### config.mk
export PLATFORM = sky130hd
export DESIGN_NAME = xbar_eval_seq
export DESIGN_NICKNAME = d
export VERILOG_FILES = /design/src/rtl/xbar_eval_seq_pkg.sv /design/src/rtl/xbar_eval_seq_rr_arb.sv /design/src/rtl/xbar_eval_seq.sv
export SDC_FILE = /design/constraint.sdc
export NUM_CORES = 1
export LEC_CHECK = 0
export BUFFER_PORTS_ARGS = -buffer_cell sky130_fd_sc_hd__clkbuf_2
export CAP_MARGIN = 25
export CORE_MARGIN = 3
export CORE_UTILIZATION = 52
export CTS_CLUSTER_DIAMETER = 120
export DETAILED_ROUTE_END_ITERATION = 10
export GPL_ROUTABILITY_DRIVEN = 0
export GPL_TIMING_DRIVEN = 0
export PLACE_DENSITY = 0.88
export SYNTH_ARGS = -nofsm -noshare
export SYNTH_HDL_FRONTEND = slang
export SYNTH_HIERARCHICAL = 1
export SYNTH_SLANG_ARGS = --single-unit
### constraint.sdc
create_clock -name clk -period 2.2 [get_ports clk]
set_clock_uncertainty 0.05 [all_clocks]
set_input_delay 0.44 -clock clk [delete_from_list [all_inputs] [get_ports clk]]
set_output_delay 0.44 -clock clk [all_outputs]
set_load 0.02 [all_outputs]
### src/rtl/xbar_eval_seq_pkg.sv
// Shared types and defaults for the crossbar evaluation sequencer.
// Latency: none (declarations only).
// Backpressure: not applicable.
package xbar_eval_seq_pkg;

  localparam int N_IN_DEF   = 4;
  localparam int N_REQ_DEF  = 2;
  localparam int SETTLE_DEF = 2;
  localparam int EVAL_CNT_W = 16;
  // Wide enough for SETTLE-1 with SETTLE up to 15.
  localparam int CNT_W      = 4;

  typedef enum logic [2:0] {
    ST_IDLE   = 3'd0,
    ST_DRIVE  = 3'd1,
    ST_SETTLE = 3'd2,
    ST_SAMPLE = 3'd3,
    ST_RESP   = 3'd4
  } state_t;

endpackage

### src/rtl/xbar_eval_seq_rr_arb.sv
// Round-robin arbiter: picks the first active request after last_grant, wrapping.
// Latency: purely combinational, zero cycles.
// Backpressure: none; the caller qualifies the grant with its own state.
module rr_arb #(
  parameter int N_REQ = 2,
  parameter int IDX_W = 1
) (
  input  logic [N_REQ-1:0] req,
  input  logic [IDX_W-1:0] last_grant,
  output logic [N_REQ-1:0] gnt_oh,
  output logic [IDX_W-1:0] gnt_idx
);

  logic found;

  // Scan positions last_grant+1, +2, ... (mod N_REQ); the first active request wins.
  always_comb begin
    gnt_oh  = '0;
    gnt_idx = '0;
    found   = 1'b0;
    for (int k = 1; k <= N_REQ; k++) begin
      for (int i = 0; i < N_REQ; i++) begin
        if (!found && req[i] && (i == ((int'(last_grant) + k) % N_REQ))) begin
          found     = 1'b1;
          gnt_oh[i] = 1'b1;
          gnt_idx   = IDX_W'(i);
        end
      end
    end
  end

endmodule

### src/rtl/xbar_eval_seq.sv
// Sequences one crossbar evaluation at a time for N_REQ requesters: drive, settle, sample, respond.
// Latency: transfer at cycle t -> xb_en in t+1..t+SETTLE+2, rsp_valid from t+SETTLE+3.
// Backpressure: response held stable until rsp_ready; new requests only accepted in IDLE.
module xbar_eval_seq
  import xbar_eval_seq_pkg::*;
#(
  parameter int N_IN   = N_IN_DEF,
  parameter int N_REQ  = N_REQ_DEF,
  parameter int SETTLE = SETTLE_DEF,
  localparam int ID_W  = (N_REQ > 1) ? $clog2(N_REQ) : 1
) (
  input  logic                    clk,
  input  logic                    rst_n,
  input  logic [N_REQ-1:0]        req_valid,
  output logic [N_REQ-1:0]        req_ready,
  input  logic [N_REQ*N_IN-1:0]   req_vec,
  output logic                    xb_en,
  output logic [N_IN-1:0]         xb_in,
  input  logic                    xb_out,
  output logic                    rsp_valid,
  input  logic                    rsp_ready,
  output logic [ID_W-1:0]         rsp_id,
  output logic                    rsp_val,
  output logic                    busy,
  output logic [EVAL_CNT_W-1:0]   eval_cnt
);

  state_t                state_q, state_d;
  logic [ID_W-1:0]       last_grant_q, last_grant_d;
  logic [N_IN-1:0]       vec_q, vec_d;
  logic [ID_W-1:0]       id_q, id_d;
  logic [CNT_W-1:0]      cnt_q, cnt_d;
  logic                  rsp_val_q, rsp_val_d;
  logic [EVAL_CNT_W-1:0] eval_cnt_q, eval_cnt_d;

  logic [N_REQ-1:0]      gnt_oh;
  logic [ID_W-1:0]       gnt_idx;
  logic [N_IN-1:0]       sel_vec;

  rr_arb #(
    .N_REQ (N_REQ),
    .IDX_W (ID_W)
  ) u_rr_arb (
    .req        (req_valid),
    .last_grant (last_grant_q),
    .gnt_oh     (gnt_oh),
    .gnt_idx    (gnt_idx)
  );

  // Pick the granted requester's input vector out of the flattened bus.
  always_comb begin
    sel_vec = '0;
    for (int i = 0; i < N_REQ; i++) begin
      if (gnt_oh[i]) begin
        sel_vec = req_vec[i*N_IN +: N_IN];
      end
    end
  end

  // Next-state and output decode; crossbar drive comes only from registered state.
  always_comb begin
    state_d      = state_q;
    last_grant_d = last_grant_q;
    vec_d        = vec_q;
    id_d         = id_q;
    cnt_d        = cnt_q;
    rsp_val_d    = rsp_val_q;
    eval_cnt_d   = eval_cnt_q;
    req_ready    = '0;
    xb_en        = 1'b0;
    xb_in        = '0;
    rsp_valid    = 1'b0;
    busy         = (state_q != ST_IDLE);

    case (state_q)
      ST_IDLE: begin
        req_ready = gnt_oh;
        if (|(req_valid & gnt_oh)) begin
          vec_d        = sel_vec;
          id_d         = gnt_idx;
          last_grant_d = gnt_idx;
          state_d      = ST_DRIVE;
        end
      end
      ST_DRIVE: begin
        xb_en   = 1'b1;
        xb_in   = vec_q;
        cnt_d   = CNT_W'(SETTLE - 1);
        state_d = ST_SETTLE;
      end
      ST_SETTLE: begin
        xb_en = 1'b1;
        xb_in = vec_q;
        if (cnt_q == '0) begin
          state_d = ST_SAMPLE;
        end else begin
          cnt_d = cnt_q - CNT_W'(1);
        end
      end
      ST_SAMPLE: begin
        xb_en     = 1'b1;
        xb_in     = vec_q;
        rsp_val_d = xb_out;
        state_d   = ST_RESP;
      end
      ST_RESP: begin
        rsp_valid = 1'b1;
        if (rsp_ready) begin
          state_d = ST_IDLE;
          if (eval_cnt_q != '1) begin
            eval_cnt_d = eval_cnt_q + EVAL_CNT_W'(1);
          end
        end
      end
      default: begin
        state_d = ST_IDLE;
      end
    endcase
  end

  assign rsp_id   = id_q;
  assign rsp_val  = rsp_val_q;
  assign eval_cnt = eval_cnt_q;

  // State registers; reset aborts any evaluation in flight and restarts arbitration at requester 0.
  always_ff @(posedge clk) begin
    if (!rst_n) begin
      state_q      <= ST_IDLE;
      last_grant_q <= ID_W'(N_REQ - 1);
      vec_q        <= '0;
      id_q         <= '0;
      cnt_q        <= '0;
      rsp_val_q    <= 1'b0;
      eval_cnt_q   <= '0;
    end else begin
      state_q      <= state_d;
      last_grant_q <= last_grant_d;
      vec_q        <= vec_d;
      id_q         <= id_d;
      cnt_q        <= cnt_d;
      rsp_val_q    <= rsp_val_d;
      eval_cnt_q   <= eval_cnt_d;
    end
  end

endmodule

Yosys cells after proc, flatten, opt, wreduce, memory -nomap -nowiden
Cells that the tools add are included.
{"block": "totals", "ff_bits": 30, "latchBits": 0, "ramBits": 0, "romBits": 0, "inputBits": 14, "output_inout_bits": 27, "word_cells": 67, "mem_count": 0}
{"block": "classes", "n_addsub": 4, "multipliers": 0, "n_div": 0, "magnitude_cmp": 0, "n_eq_ne": 11, "shift": 0, "mux": 20, "bitwise_logic": 3, "reduce_logical": 22}
{"operator": "logical NOT 32 bit", "n": 2}
{"operator": "adder 16 x 1 -> 16 bit, second input constant", "n": 1}
{"operator": "2-to-1 mux 4 bit", "n": 4}
{"operator": "inequality test 16 bit, second input constant", "n": 1}
{"operator": "one-hot mux 3 bit (5 select lines)", "n": 1}
{"operator": "2-to-1 mux 1 bit", "n": 10}
{"operator": "2-to-1 mux 3 bit", "n": 3}
{"operator": "inequality test 2 bit, second input constant", "n": 4}
{"operator": "one-hot mux 4 bit (2 select lines)", "n": 1}
{"operator": "logical AND 1 bit", "n": 7}
{"operator": "== test 3 x 2 -> 1 bit, second input constant", "n": 2}
{"operator": "AND reduction 3 bit", "n": 2}
{"operator": "== test 2 bit, first input constant", "n": 2}
{"operator": "logical NOT 4 bit", "n": 1}
{"operator": "AND reduction 2 bit", "n": 2}
{"operator": "subtractor 4 x 1 -> 4 bit, second input constant", "n": 1}
{"operator": "== test 3 x 1 -> 1 bit, second input constant", "n": 1}
{"operator": "== test 3 bit, second input constant", "n": 1}
{"operator": "logical NOT 1 bit", "n": 3}
{"operator": "logical NOT 3 bit", "n": 1}
{"operator": "nonzero test 3 bit", "n": 1}
{"operator": "OR reduction 3 bit", "n": 1}
{"operator": "adder 1 bit, second input constant", "n": 2}
{"operator": "bitwise AND 1 bit, first input constant", "n": 2}
{"operator": "other kinds (4)", "n": 4}

Longest topological paths before layout
{"block": "depth", "word_depth": 21, "ltp_mapped": 7}

By module
Netlist, hierarchy kept.
{"module": "xbar_eval_seq", "n_inst": 1, "cells_each": 180, "area_per_inst_um2": 1529.0, "seq_area_each_um2": 600.6}
{"module": "rr_arb", "n_inst": 1, "cells_each": 4, "area_per_inst_um2": 26.3, "seq_area_each_um2": 0.0}

Least setup slack after synthesis
OpenSTA, ideal clock, no wires.
{"block": "synth_path", "kind": "register to register", "startpoint": "register eval_cnt_q[4], in the netlist eval_cnt[4]", "endpoint": "register eval_cnt_q[2], in the netlist eval_cnt[2]", "setup_ns": 0.132, "arrival_time_ns": 1.781, "t_required_ns": 2.018, "slack_ns": 0.237, "stages_incl_launch_ff": 5, "n_path_buf": 0, "synth_period_minus_slack_ns": 1.963, "cell_sequence": "dfxtp_1 -> nand4_1 -> nor4_1 -> or4_2 -> a21oi_1"}
{"block": "synth_via", "elab_chain_len": 2}
{"item": "from (decl)", "line": "xbar_eval_seq.sv:34", "rtl": "logic [EVAL_CNT_W-1:0] eval_cnt_q, eval_cnt_d;"}
{"item": "from (signal assigned)", "line": "xbar_eval_seq.sv:142", "rtl": "eval_cnt_q <= eval_cnt_d;"}
{"item": "inequality test 16 bit", "line": "xbar_eval_seq.sv:110", "rtl": "if (eval_cnt_q != '1) begin"}
{"item": "AND reduction 3 bit (no source line)"}
Every way passes these cells.
A chain may end at the register's enable or synchronous reset.

Worst setup path in the final report
{"block": "layout_path", "startpoint": "register state_q[2]", "endpoint": "output port req_ready[1]"}
{"block": "layout_via", "elab_chain_len": 2}
{"item": "from (decl)", "line": "xbar_eval_seq.sv:28", "rtl": "state_t state_q, state_d;"}
{"item": "from (signal assigned)", "line": "xbar_eval_seq.sv:136", "rtl": "state_q <= state_d;"}
{"item": "logical NOT 3 bit", "line": "xbar_eval_seq.sv:75", "rtl": "case (state_q)"}
{"item": "2-to-1 mux 2 bit", "line": "xbar_eval_seq.sv:75"}
{"item": "to (decl)", "line": "xbar_eval_seq.sv:15", "rtl": "output logic [N_REQ-1:0] req_ready,"}
Every way passes these cells.

==> metrics.txt <==
Startpoint Class=flip-flop; Comb power frac=39.7%; syn nets=201; Syn Inst Count=184; first-pass GRT wire length=5610 um; crit-path cells=buf_2 > nor3_1 > and2_1 > clkbuf_2; Lkg Pwr=0.768 nW; CTS root buf=clkbuf_4; largest net degree at the start of global routing=11; hold violation count in the final report=0; Sequential Power Share=41.3%; # DRC=0; Sink Count=30; layout cell share with drive strength beyond 1=26.8%; Post-synth ARST share=0%; Area Growth Syn to Fin=20.0%; TritonCTS buffer count=5; switching share of power=36.6%; Fin Hold WS=0.284 ns; Tmin final=2.06 ns; n_diodes=0; CTS tree=built; post-cts sizing count=1; status=finished clean; Peak supply drop=0.000628 V; crit path capture type=output port; P_int=1.01 mW; IO Count=41; Final Worst Setup Slack=0.137 ns; GRT Total Usage=20.5%; maxcap violations=0; synth warn=6; # rows=19; core area=2810 um^2; initial antenna violation count=0; die area=3680 um^2; Critical Path Fanout Max=9; Detail Route Antenna Nets=0; hold buffer count at CTS=0; Hold Crit Class=primary input to flip-flop; post-DP HPWL=2580 um; Placement Setup Slack=-0.0268 ns; Filler cells=242; Req. time, crit path=1.71 ns; port bufs=40; post-layout util=66.5%; Avg Cell Area, Syn=8.45 um^2; Final Slew Violations=0; sequential area share after synthesis=38.6%; FF+latch count, synth=30; Post-CTS Repair Setup Buffers=0; Netlist cell types=45; Avg Vias per Cell=5.89; Initial DRC Count=86; via count=1542; worst path arrival time=1.57 ns; Max Freq=485 MHz; nets=248; Synth Cell Area=1560 um^2; vias in the first global route=1325; period utilization=93.8%; number of detailed-route iterations in the first pass=4; critical path class=flip-flop to output port; delay of the slowest critical-path stage=0.41 ns; Die Ht=60.7 um; Slowest cell on crit path=nor3_1; Worst Tran Pin Value=0.639 ns; Clock Power Share=19.0%; Net Sw Power=0.581 mW; pwr dens=851 nW/um^2; Synth Flop Type=dfxtp_1; worst skew pair latency=0.33 ns; Worst slew margin=57.0%; final WL=3520 um; Setup TNS Final=0 ns; Post-synth EDFFs=0; H-tree depth=2; grt ovf=0; chip width=60.7 um; Bufs on Longest Clock Path=2; Initial Util=55.4%; Clock Pin Slew Worst Setup and Hold Paths=0.09 ns; drt wl/cell=13.4 um; Final setup viols=0
layout by cell type (no fill, tap or decap), types with 2 or more instances in the layout:
master / instances
clkbuf_2: 40
dfxtp_1: 30
a21oi_1: 16
nor2_1: 12
o21ai_0: 11
inv_1: 10
and2_1: 8
nand2_1: 8
o31ai_1: 7
or3_1: 6
nand4_1: 6
nand3_1: 6
or4_1: 6
clkbuf_1: 5
clkbuf_4: 5
and3_1: 4
a22oi_1: 4
a211oi_1: 4
nor3_1: 3
nand3b_1: 3
or2_2: 3
ha_1: 3
buf_2: 2
nor2b_1: 2
nor4_1: 2
through the flow:
| step | std cells | power, mW | instance area (um^2) |
|---|---|---|---|
| after global routing | 262 | 1.70 | 1870 |
| after detailed placement | 255 | 1.30 | 1790 |
| final | 262 | 1.59 | 1870 |
| after CTS | 262 | 1.60 | 1850 |
| after floorplan | 184 | 1.14 | 1560 |
| after global placement | 255 | 1.28 | 1790 |
registers in the layout (all words and copies together), names as in the netlist:
signal        count
cnt_q             4
rsp_id            1
eval_cnt         16
last_grant_q      1
vec_q             4
rsp_val           1
state_q           3
critical path: cells and delay by family (launching register included):
family,cells,cell delay [ns]
simple gates,2,0.60
flops,1,0.31
buf+inv,2,0.33
cell type report:
cell class	count	area (um^2)	area share, %
Multi-Input combinational cell	137	903	48.4
Inverter	10	37.5	2.01
Sequential cell	30	601	32.2
Tap cell	31	38.8	2.08
Timing Repair Buffer	40	200	10.7
Buffer	7	40.0	2.15
Clock buffer	7	45.0	2.41
synth_stat cells (2+ instances only):
library cell / number / area, um^2
or2_2: 3 / 18.8
inv_1: 10 / 37.5
nand3_1: 6 / 30.0
o21ai_0: 11 / 55.1
ha_1: 3 / 37.5
and3_1: 4 / 25.0
nor3_1: 4 / 20.0
nand2_1: 8 / 30.0
nor2_1: 12 / 45.0
nand3b_1: 3 / 22.5
a21oi_1: 16 / 80.1
o31ai_1: 7 / 52.6
a22oi_1: 4 / 30.0
or3_1: 6 / 37.5
nand4_1: 6 / 37.5
a211oi_1: 4 / 30.0
and2_1: 8 / 50.1
clkbuf_1: 3 / 11.3
dfxtp_1: 30 / 601
buf_2: 2 / 10.0
nor4_1: 4 / 25.0
nor2b_1: 2 / 12.5
or4_1: 6 / 45.0
cell families after synthesis:
family / count (synthesis) / synth area share [%]
adders and majority gates: 3 / 2.41
AOI/OAI and AO/OA: 50 / 20.1
muxes: 1 / 0.644
DFF: 30 / 38.6
and+or+nand+nor: 82 / 32.7
buffers and inverters: 17 / 4.99
xor gates and xnor gates: 1 / 0.563
routing by layer:
| layer | track usage [%] | vias up | share of wire [%] |
|---|---|---|---|
| met3 | 4.89 | 7 | 5.1 |
| met1 | 25.3 | 709 | 46 |
| met4 | 11.1 | 0 | 2.2 |
| met2 | 32.8 | 41 | 47 |
| li1 | - | 785 | - |
| met5 | 0 | - | 0 |
power groups by stage:
| stage | clock [mW] | combinational, mW | sequential (mW) |
|---|---|---|---|
| after floorplan | 0 | 0.478 | 0.666 |
| after global placement | 0 | 0.614 | 0.667 |
| after detailed placement | 0 | 0.636 | 0.668 |
| after CTS | 0.307 | 0.637 | 0.656 |
| after global routing | 0.324 | 0.711 | 0.664 |
| final | 0.302 | 0.630 | 0.656 |
final timing paths:
kind	start	to	cells after the start	slack, ns
worst min-delay path	xb_out	rsp_val	3	0.28
worst max register to register	state_q[1]	eval_cnt[14]	5	0.19
worst min register to register	rsp_id	rsp_id	2	0.44
worst max-delay path	state_q[2]	req_ready[1]	4	0.14
Power figures use the tool's default switching activity.
